==> src/rtl/lii_pkg.sv <==
// Shared constants for the LII stream pack wrapper: tag and drop counter
// widths, plus the parameter legality check used at elaboration.
package lii_pkg;

  localparam int TAG_W     = 8;
  localparam int DROP_W    = 16;
  localparam int MIN_DEPTH = 2;

  // Legal when all output slots fit the phy word, the kernel input fits the
  // phy word, and the FIFO depth is a power of two of at least MIN_DEPTH.
  function automatic bit lii_params_ok(input int nout, input int ow, input int iw,
                                       input int pw, input int depth);
    return (nout * ow <= pw) && (iw <= pw) && (depth >= MIN_DEPTH) &&
           ((depth & (depth - 1)) == 0);
  endfunction

endpackage

==> src/rtl/lii_stream_if.sv <==
// Valid/ready stream bundle. The master drives data and valid; the slave
// drives ready.
interface lii_stream_if #(
  parameter int W = 32
);
  logic [W-1:0] tdata;
  logic         tvalid;
  logic         tready;

  modport master (output tdata, output tvalid, input tready);
  modport slave  (input tdata, input tvalid, output tready);
endinterface

==> src/rtl/lii_sync_fifo.sv <==
// Single-clock FIFO of DEPTH entries (power of two). The write side takes
// beats on wr.tvalid & wr.tready; the read side exposes the head entry and
// pops on rd.tvalid & rd.tready. Pointers wrap naturally modulo DEPTH.
module lii_sync_fifo #(
  parameter int W     = 32,
  parameter int DEPTH = 4,
  localparam int AW   = $clog2(DEPTH),
  localparam int CW   = AW + 1
) (
  input  logic          clk,
  input  logic          rst_n,
  lii_stream_if.slave   wr,
  lii_stream_if.master  rd,
  output logic [CW-1:0] count
);

  logic [W-1:0]  mem_q [DEPTH];
  logic [AW-1:0] wr_ptr_q, wr_ptr_d;
  logic [AW-1:0] rd_ptr_q, rd_ptr_d;
  logic [CW-1:0] cnt_q, cnt_d;
  logic          push;
  logic          pop;

  assign wr.tready = (cnt_q != CW'(DEPTH));
  assign rd.tvalid = (cnt_q != '0);
  assign rd.tdata  = mem_q[rd_ptr_q];
  assign count     = cnt_q;
  assign push      = wr.tvalid & wr.tready;
  assign pop       = rd.tvalid & rd.tready;

  // Advance pointers and occupancy; a simultaneous push and pop keeps the count.
  always_comb begin
    wr_ptr_d = wr_ptr_q;
    rd_ptr_d = rd_ptr_q;
    cnt_d    = cnt_q;
    if (push) wr_ptr_d = wr_ptr_q + AW'(1);
    if (pop)  rd_ptr_d = rd_ptr_q + AW'(1);
    case ({push, pop})
      2'b10:   cnt_d = cnt_q + CW'(1);
      2'b01:   cnt_d = cnt_q - CW'(1);
      default: cnt_d = cnt_q;
    endcase
  end

  // Pointer and occupancy registers; reset empties the FIFO.
  always_ff @(posedge clk or negedge rst_n) begin
    if (!rst_n) begin
      wr_ptr_q <= '0;
      rd_ptr_q <= '0;
      cnt_q    <= '0;
    end else begin
      wr_ptr_q <= wr_ptr_d;
      rd_ptr_q <= rd_ptr_d;
      cnt_q    <= cnt_d;
    end
  end

  // Storage array; contents are only meaningful below the occupancy count.
  always_ff @(posedge clk) begin
    if (push) mem_q[wr_ptr_q] <= wr.tdata;
  end

endmodule

==> src/rtl/lii_stream_pack_wrapper.sv <==
// LII stream pack wrapper. The phy input is filtered by destination id and
// fed to the kernel through a 2-entry skid buffer; NOUT kernel output streams
// are buffered in per-stream FIFOs and packed into one phy output beat.
// Optional feature macro: LII_PACK_CE_GATE_EN gates the kernel clock enable
// on FIFO headroom and kernel input stalls; otherwise ce is tied high.
module lii_stream_pack_wrapper
  import lii_pkg::*;
#(
  parameter int NOUT   = 2,
  parameter int OW     = 32,
  parameter int IW     = 17,
  parameter int PW     = 64,
  parameter int DEPTH  = 4,
  parameter int MY_ID  = 0,
  parameter int DST_ID = 0
) (
  input  logic                 aclk,
  input  logic                 arstn,
  input  logic [PW-1:0]        lii_in_p0_tdata,
  input  logic                 lii_in_p0_tvalid,
  output logic                 lii_in_p0_tready,
  input  logic [TAG_W-1:0]     lii_in_p0_src,
  input  logic [TAG_W-1:0]     lii_in_p0_dst,
  output logic [PW-1:0]        lii_out_p0_tdata,
  output logic                 lii_out_p0_tvalid,
  input  logic                 lii_out_p0_tready,
  output logic [TAG_W-1:0]     lii_out_p0_src,
  output logic [TAG_W-1:0]     lii_out_p0_dst,
  output logic [IW-1:0]        kin_tdata,
  output logic                 kin_tvalid,
  input  logic                 kin_tready,
  input  logic [NOUT*OW-1:0]   kout_tdata,
  input  logic [NOUT-1:0]      kout_tvalid,
  output logic [NOUT-1:0]      kout_tready,
  output logic                 ce,
  output logic [DROP_W-1:0]    drop_cnt
);

  localparam bit PARAMS_OK = lii_params_ok(NOUT, OW, IW, PW, DEPTH);
  localparam int CW        = $clog2(DEPTH) + 1;

  if (!PARAMS_OK) begin : g_bad_params
    $error("lii_stream_pack_wrapper: illegal parameter combination");
  end

  logic [IW-1:0]           skid0_q, skid0_d;
  logic [IW-1:0]           skid1_q, skid1_d;
  logic [1:0]              skid_cnt_q, skid_cnt_d;
  logic                    in_ready_q, in_ready_d;
  logic [DROP_W-1:0]       drop_q, drop_d;
  logic                    in_accept;
  logic                    in_match;
  logic                    kin_pop;
  logic                    out_valid_q, out_valid_d;
  logic [PW-1:0]           out_data_q, out_data_d;
  logic                    pack;
  logic [NOUT-1:0]         fifo_nonempty;
  logic [NOUT*OW-1:0]      fifo_head;
  logic [NOUT-1:0][CW-1:0] fifo_cnt;
  logic                    unused_inputs;

  // The source tag and the phy bits above the kernel width carry nothing here.
  assign unused_inputs = ^{lii_in_p0_src, lii_in_p0_tdata};

  assign in_accept = lii_in_p0_tvalid & in_ready_q;
  assign in_match  = (lii_in_p0_dst == TAG_W'(MY_ID));
  assign kin_pop   = kin_tvalid & kin_tready;

  assign lii_in_p0_tready = in_ready_q;
  assign kin_tvalid       = (skid_cnt_q != 2'd0);
  assign kin_tdata        = skid0_q;
  assign drop_cnt         = drop_q;

  // Skid buffer: pop the head to the kernel, append matching beats behind it,
  // count mismatching beats as drops, and precompute next-cycle ready.
  always_comb begin
    skid0_d    = skid0_q;
    skid1_d    = skid1_q;
    skid_cnt_d = skid_cnt_q;
    drop_d     = drop_q;
    if (kin_pop) begin
      skid0_d    = skid1_q;
      skid_cnt_d = skid_cnt_q - 2'd1;
    end
    if (in_accept && in_match) begin
      if (skid_cnt_d == 2'd0) skid0_d = lii_in_p0_tdata[IW-1:0];
      else                    skid1_d = lii_in_p0_tdata[IW-1:0];
      skid_cnt_d = skid_cnt_d + 2'd1;
    end
    if (in_accept && !in_match && (drop_q != {DROP_W{1'b1}})) begin
      drop_d = drop_q + DROP_W'(1);
    end
    in_ready_d = (skid_cnt_d < 2'd2);
  end

  // Input-side registers; ready stays low through reset and rises one edge after.
  always_ff @(posedge aclk or negedge arstn) begin
    if (!arstn) begin
      skid0_q    <= '0;
      skid1_q    <= '0;
      skid_cnt_q <= '0;
      in_ready_q <= 1'b0;
      drop_q     <= '0;
    end else begin
      skid0_q    <= skid0_d;
      skid1_q    <= skid1_d;
      skid_cnt_q <= skid_cnt_d;
      in_ready_q <= in_ready_d;
      drop_q     <= drop_d;
    end
  end

  for (genvar i = 0; i < NOUT; i++) begin : g_fifo
    lii_stream_if #(.W(OW)) wr_if ();
    lii_stream_if #(.W(OW)) rd_if ();

    assign wr_if.tdata    = kout_tdata[i*OW +: OW];
    assign wr_if.tvalid   = kout_tvalid[i];
    assign kout_tready[i] = wr_if.tready;
    assign rd_if.tready   = pack;
    assign fifo_nonempty[i] = rd_if.tvalid;
    assign fifo_head[(NOUT-1-i)*OW +: OW] = rd_if.tdata;

    lii_sync_fifo #(
      .W     (OW),
      .DEPTH (DEPTH)
    ) u_fifo (
      .clk   (aclk),
      .rst_n (arstn),
      .wr    (wr_if),
      .rd    (rd_if),
      .count (fifo_cnt[i])
    );
  end

  assign pack = (&fifo_nonempty) & (~out_valid_q | lii_out_p0_tready);

  // Output register: load a fresh pack when empty or draining, else clear on drain.
  always_comb begin
    out_valid_d = out_valid_q;
    out_data_d  = out_data_q;
    if (pack) begin
      out_valid_d = 1'b1;
      out_data_d  = PW'(fifo_head);
    end else if (lii_out_p0_tready) begin
      out_valid_d = 1'b0;
    end
  end

  // Output beat register; reset clears both valid and data.
  always_ff @(posedge aclk or negedge arstn) begin
    if (!arstn) begin
      out_valid_q <= 1'b0;
      out_data_q  <= '0;
    end else begin
      out_valid_q <= out_valid_d;
      out_data_q  <= out_data_d;
    end
  end

  assign lii_out_p0_tvalid = out_valid_q;
  assign lii_out_p0_tdata  = out_data_q;
  assign lii_out_p0_src    = TAG_W'(MY_ID);
  assign lii_out_p0_dst    = TAG_W'(DST_ID);

`ifdef LII_PACK_CE_GATE_EN
  logic ce_ok;

  // Hold the kernel when any FIFO is within one slot of full or kin is stalled.
  always_comb begin
    ce_ok = ~(kin_tvalid & ~kin_tready);
    for (int i = 0; i < NOUT; i++) begin
      if (fifo_cnt[i] > CW'(DEPTH - 2)) ce_ok = 1'b0;
    end
  end

  assign ce = ce_ok;
`else
  logic unused_fifo_cnt;
  assign unused_fifo_cnt = ^fifo_cnt;
  assign ce = 1'b1;
`endif

endmodule

==> config.mk <==
export PLATFORM = sky130hd
export DESIGN_NAME = lii_stream_pack_wrapper
export DESIGN_NICKNAME = d
export VERILOG_FILES = /design/src/rtl/lii_pkg.sv /design/src/rtl/lii_stream_if.sv /design/src/rtl/lii_sync_fifo.sv /design/src/rtl/lii_stream_pack_wrapper.sv
export SDC_FILE = /design/constraint.sdc
export NUM_CORES = 1
export LEC_CHECK = 0
export BUFFER_PORTS_ARGS = -buffer_cell sky130_fd_sc_hd__buf_2
export CAP_MARGIN = 20
export CORE_MARGIN = 3
export CORE_UTILIZATION = 50
export CTS_CLUSTER_DIAMETER = 200
export DETAILED_ROUTE_END_ITERATION = 8
export PLACE_DENSITY = 0.71
export SYNTH_ARGS = -nofsm -noshare
export SYNTH_HDL_FRONTEND = slang
export SYNTH_SLANG_ARGS = --single-unit
==> constraint.sdc <==
create_clock -name aclk -period 5.6 [get_ports aclk]
set_input_delay 1.12 -clock aclk [delete_from_list [all_inputs] [get_ports aclk]]
set_output_delay 1.12 -clock aclk [all_outputs]
set_load 0.1 [all_outputs]
==> results.py <==
metrics = {
    "setup_path": {
        "cp-end-kind": "primary output",
        "worstSetupPathType": "reg2out",
        "cp_data_arrival_time_ps": 1690,
        "crit_fanout": 6,
        "crit_required_ps": 4480,
        "critPathLaunchType": "flip-flop",
    },
    "cells_and_area": {
        "drive_gt1_frac": 0.422,
        "layout_common_cells": "edfxtp_1, buf_2, dfrtp_1",
        "final_nets": 1146,
        "fin_area_um2": 17700,
        "final_common_cell": "edfxtp_1",
        "utilization": 0.605,
        "fin_cells": 1398,
        "area_growth_pct": 17.5,
    },
    "route": {
        "via_count": 7408,
        "drc": 0,
        "wirelength_um": 27800,
        "drt-initial-drc-count": 391,
        "wl_per_cell_um": 19.9,
        "ant_nets": 0,
        "drt-vias-per-instance": 5.30,
        "detail_route.first_pass.iterations": 4,
    },
    "die": {
        "dieArea_um2": 32200,
        "ios": 270,
        "start_util": 0.515,
        "num_rows": 62,
        "core-area_um2": 29200,
        "die_w_um": 179,
        "die_y_um": 179,
    },
    "global_route": {
        "grt_start_max_net_pins": 98,
        "grt_pass1_wl_um": 43700,
        "antenna_found_initial": 2,
        "grt-ovfl-total": 0,
        "grtUsageTotal": 0.175,
        "grt_pass1_vias": 7937,
    },
    "synthesis": {
        "synth-edff-count": 256,
        "yosysTopAreaCellShare": 0.512,
        "ys_ff_latch": 388,
        "synth_warnings": 0,
        "synth.avg_cell_area_um2": 19.6,
        "synth-async-reset-ratio": 0.340,
        "yosysTopAreaCell": "edfxtp_1",
        "yosys-top-cells-area": "edfxtp_1, dfrtp_1, mux4_2, mux2_2, mux2i_1",
        "synth_area_um2": 15000,
        "ys_seq_area_frac": 0.732,
        "synth_ff_type": "edfxtp_1",
        "netlist_instances": 768,
        "synth_cell_types": 44,
    },
    "placed_design": {
        "place_inst": 1322,
        "portBuffers": 197,
        "gp_congestion": 0.746,
        "hpwl_um": 16900,
        "dpl_cell_area_um2": 16300,
    },
    "clock_tree": {
        "cts.sink_count": 388,
        "tritoncts": "done",
        "clock_latency_ps": 530,
        "cts_setup_buffers": 0,
        "ctsResizeCount": 0,
        "cts_root_buf": "clkbuf_16",
        "path_clk_slew_ps": 60,
        "cts_buffers": 40,
        "clockBufferDepth": 3,
        "htree_levels": 2,
        "holdBufCountCts": 0,
    },
    "sta": {
        "worstMarginPinSlew_ps": 1050,
        "setup_viol": 0,
        "hold_viol": 0,
        "holdWs_ps": 486,
        "fin_crit_ps": 2810,
        "period_share": 0.501,
        "setup-tns-final_ps": 0,
        "slew_headroom": 0.300,
        "clock.fmax_mhz": 356,
        "rsz0062_at_grt": "no",
        "skew_ps": 19.3,
        "report.final.slew_viol_count": 0,
    },
    "pwr": {
        "p_comb_frac": 0.402,
        "p_int_mw": 6.71,
        "power_density_nw_per_um2": 651,
        "clockPowerShare": 0.228,
        "irDropWorstVdd_v": 0.000444,
        "power_frac_seq": 0.370,
        "p_leak_nw": 7.02,
        "p_sw_frac": 0.416,
        "power.switching_mw": 4.78,
    },
    "run": {
        "maxCapViolCount": 0,
    },
    "status": {
        "status": "completed",
    },
    "worst_hold_path": {
        "hp-class": "reg2reg",
    },
}
==> per-stage QoR <==
stage | setup slack [ps] | power (mW)
finish | 2790 | 11.5
global route | 2690 | 12.0
CTS | 2770 | 11.7
detailed placement | 2450 | 9.01
global placement | 2460 | 8.91
floorplan | 2740 | 8.10
==> synthesized netlist by cell type (2+ instances only) <==
master,number
nand3_1,8
fa_1,2
inv_1,16
o21ai_0,2
mux2_2,75
nor2_1,19
nand2_1,8
nand4_1,5
xor2_1,17
a21oi_1,17
mux2_1,11
conb_1,2
xnor2_1,11
and3_1,10
buf_2,16
buf_4,20
and2_1,3
clkbuf_1,12
nor3_1,5
mux4_2,64
dfrtp_1,132
nor4_4,3
mux2i_1,19
edfxtp_1,256
ha_1,13
nor4_1,4
==> power by group through the flow <==
stage / sequential (mW) / clock [mW] / combinational (mW)
2_1_floorplan: 6.17 / 0 / 1.93
3_3_place_gp: 4.28 / 0 / 4.63
3_5_place_dp: 4.31 / 0 / 4.70
4_1_cts: 4.27 / 2.68 / 4.70
5_1_grt: 4.34 / 2.80 / 4.89
6_report: 4.25 / 2.62 / 4.62
==> state kept, by name (all words and copies together), names as in the netlist <==
name / cells
g_fifo.u_fifo.mem_q: 256
skid1_q: 17
lii_out_p0_tdata: 64
drop_cnt: 16
lii_in_p0_tready: 1
g_fifo.u_fifo.wr_ptr_q: 4
g_fifo.u_fifo.rd_ptr_q: 4
lii_out_p0_tvalid: 1
skid_cnt_q: 2
g_fifo.u_fifo.count: 6
kin_tdata: 17
==> cell families after synthesis <==
family | after synthesis | share of synthesized area
flip-flops | 388 | 0.732
multiplexers | 169 | 0.173
AND/OR/NAND/NOR | 79 | 0.0341
buffers and inverters | 65 | 0.0231
XOR/XNOR | 28 | 0.0163
AO/OA/AOI/OAI | 22 | 0.00799
adder cells (fa/ha/maj) | 15 | 0.0135
other | 2 | 0.000500
==> worst max-delay path, cell delays in order (launching register included) <==
cell and delay [ps]:
dfrtp_1 380, inv_1 90, nand3_1 200, buf_2 490
==> final timing paths <==
path / startpoint / cells past startpoint / end / slack (ps)
setup / recovery: g_fifo[0].u_fifo.count[0] / 3 / kout_tready[0] / 2790
hold / removal: skid1_q[12] / 1 / skid1_q[12] / 490
setup reg to reg: skid_cnt_q[0] / 9 / skid1_q[4] / 3000
hold reg to reg: skid1_q[12] / 1 / skid1_q[12] / 490
max in group asynchronous: arstn / 2 / skid1_q[15] / 3820
min in group asynchronous: arstn / 1 / kin_tdata[1] / 730
==> area by class of cell <==
type                            instances  area [µm²]
Antenna cell                            2        5.00
Clock buffer                           53        1070
Clock inverter                         21         241
Fill cell                            2195       11500
Inverter                               16        60.1
Multi-Input combinational cell        330        3760
Sequential cell                       388       11000
Tap cell                              384         480
Timing Repair Buffer                  204        1040
==> routing by layer <==
| layer | part of all wire | track usage |
|---|---|---|
| met1 | 0.40 | 0.222 |
| met2 | 0.52 | 0.305 |
| met3 | 0.065 | 0.0468 |
| met4 | 0.016 | 0.0425 |
| met5 | 0.00097 | 0 |
No activity file was read; power rests on OpenSTA's default activity.
